==> src/rtl/uart_pkg.sv <==
// Shared UART constants and receiver state encoding used by the divider, transmit and receive stages.
package uart_pkg;

    localparam int unsigned UART_CLKS_PER_BIT = 5201;
    localparam int unsigned UART_DATA_BITS    = 8;

    typedef enum logic [2:0] {
        IDLE,
        START,
        DATA,
        STOP,
        BREAK
    } uart_state_e;

endpackage : uart_pkg

==> src/rtl/sincronizador_2ff.sv <==
// Two-flop synchronizer for a single asynchronous pin; reset value chosen per pin (idle level).
module sincronizador_2ff #(
    parameter logic RESET_VAL = 1'b1
) (
    input  logic clk,
    input  logic reset,
    input  logic d_i,
    output logic q_o
);

    logic meta_q;
    logic sync_q;

    always_ff @(posedge clk) begin
        if (reset) begin
            meta_q <= RESET_VAL;
            sync_q <= RESET_VAL;
        end else begin
            meta_q <= d_i;
            sync_q <= meta_q;
        end
    end

    assign q_o = sync_q;

endmodule : sincronizador_2ff

==> src/rtl/receptor_uart.sv <==
// 8N1 serial receiver: synchronizes rx, validates the start bit at mid-bit, shifts in LSB first,
// and strobes either rx_done with a new byte or frame_err on a low stop bit.
module receptor_uart
    import uart_pkg::*;
#(
    parameter int unsigned CLKS_PER_BIT = UART_CLKS_PER_BIT,
    parameter int unsigned HALF_BIT     = CLKS_PER_BIT / 2
) (
    input  logic                      clk,
    input  logic                      reset,
    input  logic                      rx,
    output logic [UART_DATA_BITS-1:0] data,
    output logic                      rx_done,
    output logic                      frame_err
);

    localparam int unsigned CNT_W = (CLKS_PER_BIT > 1) ? $clog2(CLKS_PER_BIT) : 1;
    localparam int unsigned IDX_W = $clog2(UART_DATA_BITS);

    uart_state_e               state_q, state_d;
    logic [CNT_W-1:0]          cnt_q, cnt_d;
    logic [IDX_W-1:0]          bit_idx_q, bit_idx_d;
    logic [UART_DATA_BITS-1:0] shift_q, shift_d;
    logic [UART_DATA_BITS-1:0] data_q, data_d;
    logic                      rx_done_q, rx_done_d;
    logic                      frame_err_q, frame_err_d;

    logic                      rx_s;
    logic [CNT_W-1:0]          limit_c;
    logic                      tick_c;

    sincronizador_2ff #(
        .RESET_VAL(1'b1)
    ) u_sync_rx (
        .clk  (clk),
        .reset(reset),
        .d_i  (rx),
        .q_o  (rx_s)
    );

    // START waits half a bit to land mid-bit; every later phase waits a full bit.
    always_comb begin
        limit_c = (state_q == START) ? CNT_W'(HALF_BIT - 1) : CNT_W'(CLKS_PER_BIT - 1);
        tick_c  = (cnt_q == limit_c);
    end

    always_ff @(posedge clk) begin
        if (reset) begin
            state_q <= IDLE;
        end else begin
            state_q <= state_d;
        end
    end

    always_comb begin
        state_d = state_q;
        case (state_q)
            IDLE:  if (!rx_s) state_d = START;
            START: if (tick_c) state_d = rx_s ? IDLE : DATA;
            DATA:  if (tick_c && (bit_idx_q == IDX_W'(UART_DATA_BITS - 1))) state_d = STOP;
            STOP:  if (tick_c) state_d = rx_s ? IDLE : BREAK;
            BREAK: if (rx_s) state_d = IDLE;
            default: state_d = IDLE;
        endcase
    end

    always_comb begin
        cnt_d       = cnt_q;
        bit_idx_d   = bit_idx_q;
        shift_d     = shift_q;
        data_d      = data_q;
        rx_done_d   = 1'b0;
        frame_err_d = 1'b0;
        case (state_q)
            IDLE: begin
                cnt_d     = '0;
                bit_idx_d = '0;
            end
            START: begin
                cnt_d     = tick_c ? '0 : cnt_q + CNT_W'(1);
                bit_idx_d = '0;
            end
            DATA: begin
                if (tick_c) begin
                    cnt_d              = '0;
                    shift_d[bit_idx_q] = rx_s;
                    bit_idx_d          = bit_idx_q + IDX_W'(1);
                end else begin
                    cnt_d = cnt_q + CNT_W'(1);
                end
            end
            STOP: begin
                if (tick_c) begin
                    cnt_d = '0;
                    if (rx_s) begin
                        data_d    = shift_q;
                        rx_done_d = 1'b1;
                    end else begin
                        frame_err_d = 1'b1;
                    end
                end else begin
                    cnt_d = cnt_q + CNT_W'(1);
                end
            end
            BREAK: begin
                cnt_d = '0;
            end
            default: begin
                cnt_d     = '0;
                bit_idx_d = '0;
            end
        endcase
    end

    always_ff @(posedge clk) begin
        if (reset) begin
            cnt_q       <= '0;
            bit_idx_q   <= '0;
            shift_q     <= '0;
            data_q      <= '0;
            rx_done_q   <= 1'b0;
            frame_err_q <= 1'b0;
        end else begin
            cnt_q       <= cnt_d;
            bit_idx_q   <= bit_idx_d;
            shift_q     <= shift_d;
            data_q      <= data_d;
            rx_done_q   <= rx_done_d;
            frame_err_q <= frame_err_d;
        end
    end

    assign data      = data_q;
    assign rx_done   = rx_done_q;
    assign frame_err = frame_err_q;

endmodule : receptor_uart

==> config.mk <==
export PLATFORM = sky130hd
export DESIGN_NAME = receptor_uart
export DESIGN_NICKNAME = d
export VERILOG_FILES = /design/src/rtl/uart_pkg.sv /design/src/rtl/sincronizador_2ff.sv /design/src/rtl/receptor_uart.sv
export SDC_FILE = /design/constraint.sdc
export NUM_CORES = 1
export LEC_CHECK = 0
export BUFFER_PORTS_ARGS = -buffer_cell sky130_fd_sc_hd__buf_4
export CORE_AREA = 3 3 61 63
export DETAILED_ROUTE_END_ITERATION = 10
export DIE_AREA = 0 0 64 66
export PLACE_DENSITY = 0.76
export SYNTH_ARGS = -nofsm -noshare
export SYNTH_HDL_FRONTEND = slang
export SYNTH_HIERARCHICAL = 1
export SYNTH_SLANG_ARGS = --single-unit
==> constraint.sdc <==
create_clock -name clk -period 2.8 [get_ports clk]
set_input_delay 0.14 -clock clk [delete_from_list [all_inputs] [get_ports clk]]
set_output_delay 0.14 -clock clk [all_outputs]
set_load 0.005 [all_outputs]
==> run metrics <==
worst slack, placed 0.5522 ns; R2R setup slack 0.52 ns; worst slew pin tran about 0.43 ns; CTS sink cnt 39; M2 GR Usage a little under a third; placed cell area about 1900 um^2; DIE AREA between 4000 and 5000 um^2; ys flop type dfxtp_1; Layout area overhead 13.62%; Fmax achieved between 400 and 500 MHz; crit path time final roughly 2.3 ns; Pwr Total between 1 and 1.5 mW; Port Buffers 12; Switching Share 19.26%; Yosys warnings 6; VDD IR max ~0.55 mV; busiest metal layer after global routing met2; CTS Root Cell clkbuf_4; worst min path class in2reg; Pins Over Slew Limit 0; sequential element share of the synthesized area 44.51%; met1 Use GR between 20% and 30%; Mapped Area approximately 1800 um^2; Leak 0.8124 nW; final hold vios 0; DRC Markers 0; die extent in y 66 um; CTS buffer count 5; average size of a mapped cell 9.331 um^2; placed insts 240; antenna violations before repair 0; Worst EP arrival between 2 and 3 ns; core area approximately 3300 um^2; ANT nets after route 0; vias per cell approximately 5.4; Net Count, Synth 194; Worst-path clk slew approximately 0.11 ns; fin crit share between 80% and 90%; CP Max Fanout 13; top area cells in the synthesized netlist dfxtp_1 45%, mux2i_1 9.7%, nor2_1 7.1%; Buf/Inv on CP 0; Synth cell types 37; Slew headroom ~71%; Psw just over 0.2 mW; first-pass GRT wire length 5851 um; clk_skew just under 0.004 ns; die width 64 um; GRT Total Usage approximately 18%; # setup viols final 0; worst setup margin around 0.52 ns; critical path's slowest cell or4_1; pwr dens between 500 and 600 nW/um^2; GP Congestion ~0.85; Sequential Power Share between 50% and 60%; R2R Path End cnt_q[6]; worst path cell trace or3b_1 > nand4_1 > a21oi_1 > or4_1 > nor2_1; Post-Synthesis Cells 188; Synth area leader dfxtp_1; kind of cell adding the most delay to the critical path simple AND/OR/NAND/NOR gates; DRT Wirelength 3284 um; clock latency on the worst-skew pair 0.35 ns; GR met3 Demand/Resource approximately 5%; CP Class reg2reg; largest net degree at the start of global routing 26; Post-synth EDFFs 0; startpoint types register; Max Cap Violations 0; Synth async-reset ratio 0%; I/O Pins 13; logic gate share of total power 2.0%; Post-DP HPWL 2305 um; initial core utilization a little over half; Setup TNS Final 0 ns; number of DRC markers in iteration 0 52; #FFs+latches synth 39; internal power ~0.84 mW; clock network fraction of total power 44.3%; crit-path max cell delay 0.71 ns; Nets 208; Worst R2R Start state_q[0]; Critical Path Start state_q[0]; Via Count 1,340; antenna cells 0; Routed WL per cell 13.19 um; CTS tree done; global route overflow 0; Pre-antenna DRT Iters 4; Worst Setup EP cnt_q[6]; status completed; vias in the first global route ~1,300; non-filler cells, final between 200 and 250; RSZ-0062 raised after global routing no; Crit. End Element register; Critical Path RT slightly above 3 ns; Yosys top cell area share between 40% and 50%; Crit path depth 5; # rows 21; Reg2Reg Depth 5; layout cells sized above 1 12.81%; Clock Path Buffers 2; CTS H-tree lvls 2; post-route cell area ~2000 um^2
-- layout make-up --
| cell class | instances | area, um^2 |
|---|---|---|
| Sequential cell | 39 | 780.7 |
| Multi-Input combinational cell | 138 | 923.4 |
| Clock buffer | 5 | 37.54 |
| Inverter | 3 | 11.26 |
| Fill cell | 290 | 1291 |
| Clock inverter | 3 | 67.56 |
| Timing Repair Buffer | 15 | 115.1 |
| Tap cell | 46 | 57.56 |
-- how the worst min path moves through the flow --
stage               startpoint               end  cells after the start
CTS                      reset           data[1]                      2
global route             reset           data[4]                      2
floorplan                reset  u_sync_rx/meta_q                      1
detailed placement          rx  u_sync_rx/meta_q                      2
global placement            rx  u_sync_rx/meta_q                      2
finish                   reset           data[4]                      2
-- repair_timing --
item / in CTS / in global routing
hold buffers: 1 / 0
resized for setup: 0 / 0
hold endpoints to repair: 1 / 0
buffers inserted: 0 / 0
-- cell usage in the layout (no fill, tap or decap), drive strengths merged, types with 5 or more instances in the layout --
master,count
buf,14
and3,7
nand4,6
nand3,11
xor2,9
nand2,7
mux2i,17
nand2b,9
nor2,33
a21oi,5
clkbuf,5
dfxtp,39
-- registers in the layout (all words and copies together), names as in the netlist --
name and count:
bit_idx_q 3, cnt_q 13, data 8, frame_err 1, rx_done 1, shift_q 8, state_q 3, u_sync_rx/meta_q 1
u_sync_rx/q_o 1
-- power groups by stage --
stage                     registers, mW  logic, mW  clock network, mW
after floorplan                   0.571     0.0172                  0
after global placement            0.573     0.0197                  0
after detailed placement          0.574     0.0204                  0
after CTS                         0.561     0.0216              0.473
after global routing              0.562     0.0241              0.501
final                             0.561     0.0213              0.463
-- Yosys cell counts (all sizes together) (2+ instances only) --
cell type and number:
xor2 9, nand2b 9, o21ai 2, and2 2, nand2 7, inv 3
nor3b 2, ha 3, and3 7, buf 3, or2 2, xnor2 2
dfxtp 39, nor2 33, mux2i 17, nor4b 2, a21oi 5, nor2b 3
or3 2, clkbuf 5, nand4b 2, nor4 2, nand4 6, nand3 11
-- cell families after synthesis --
kind of cell | synth area share (%)
compound gates | 4.423
xor+xnor | 5.493
fa+ha+maj | 2.140
buf+inv | 2.853
flops | 44.51
mux | 9.700
simple gates | 30.88
-- metrics by stage --
step                utilization, %  hold slack (ns)
CTS                          60.69           0.1010
floorplan                        -           0.2371
global placement             57.18           0.3258
detailed placement           57.18           0.3312
global route                 60.69           0.1271
finish                       60.69           0.1149
-- per-layer routing --
| metal | share of wire [%] | vias up |
|---|---|---|
| li1 | - | 681 |
| met1 | 42 | 635 |
| met2 | 53 | 19 |
| met3 | 3.6 | 5 |
| met4 | 1.5 | 0 |
| met5 | 0 | - |
Power figures use the tool's default switching activity.
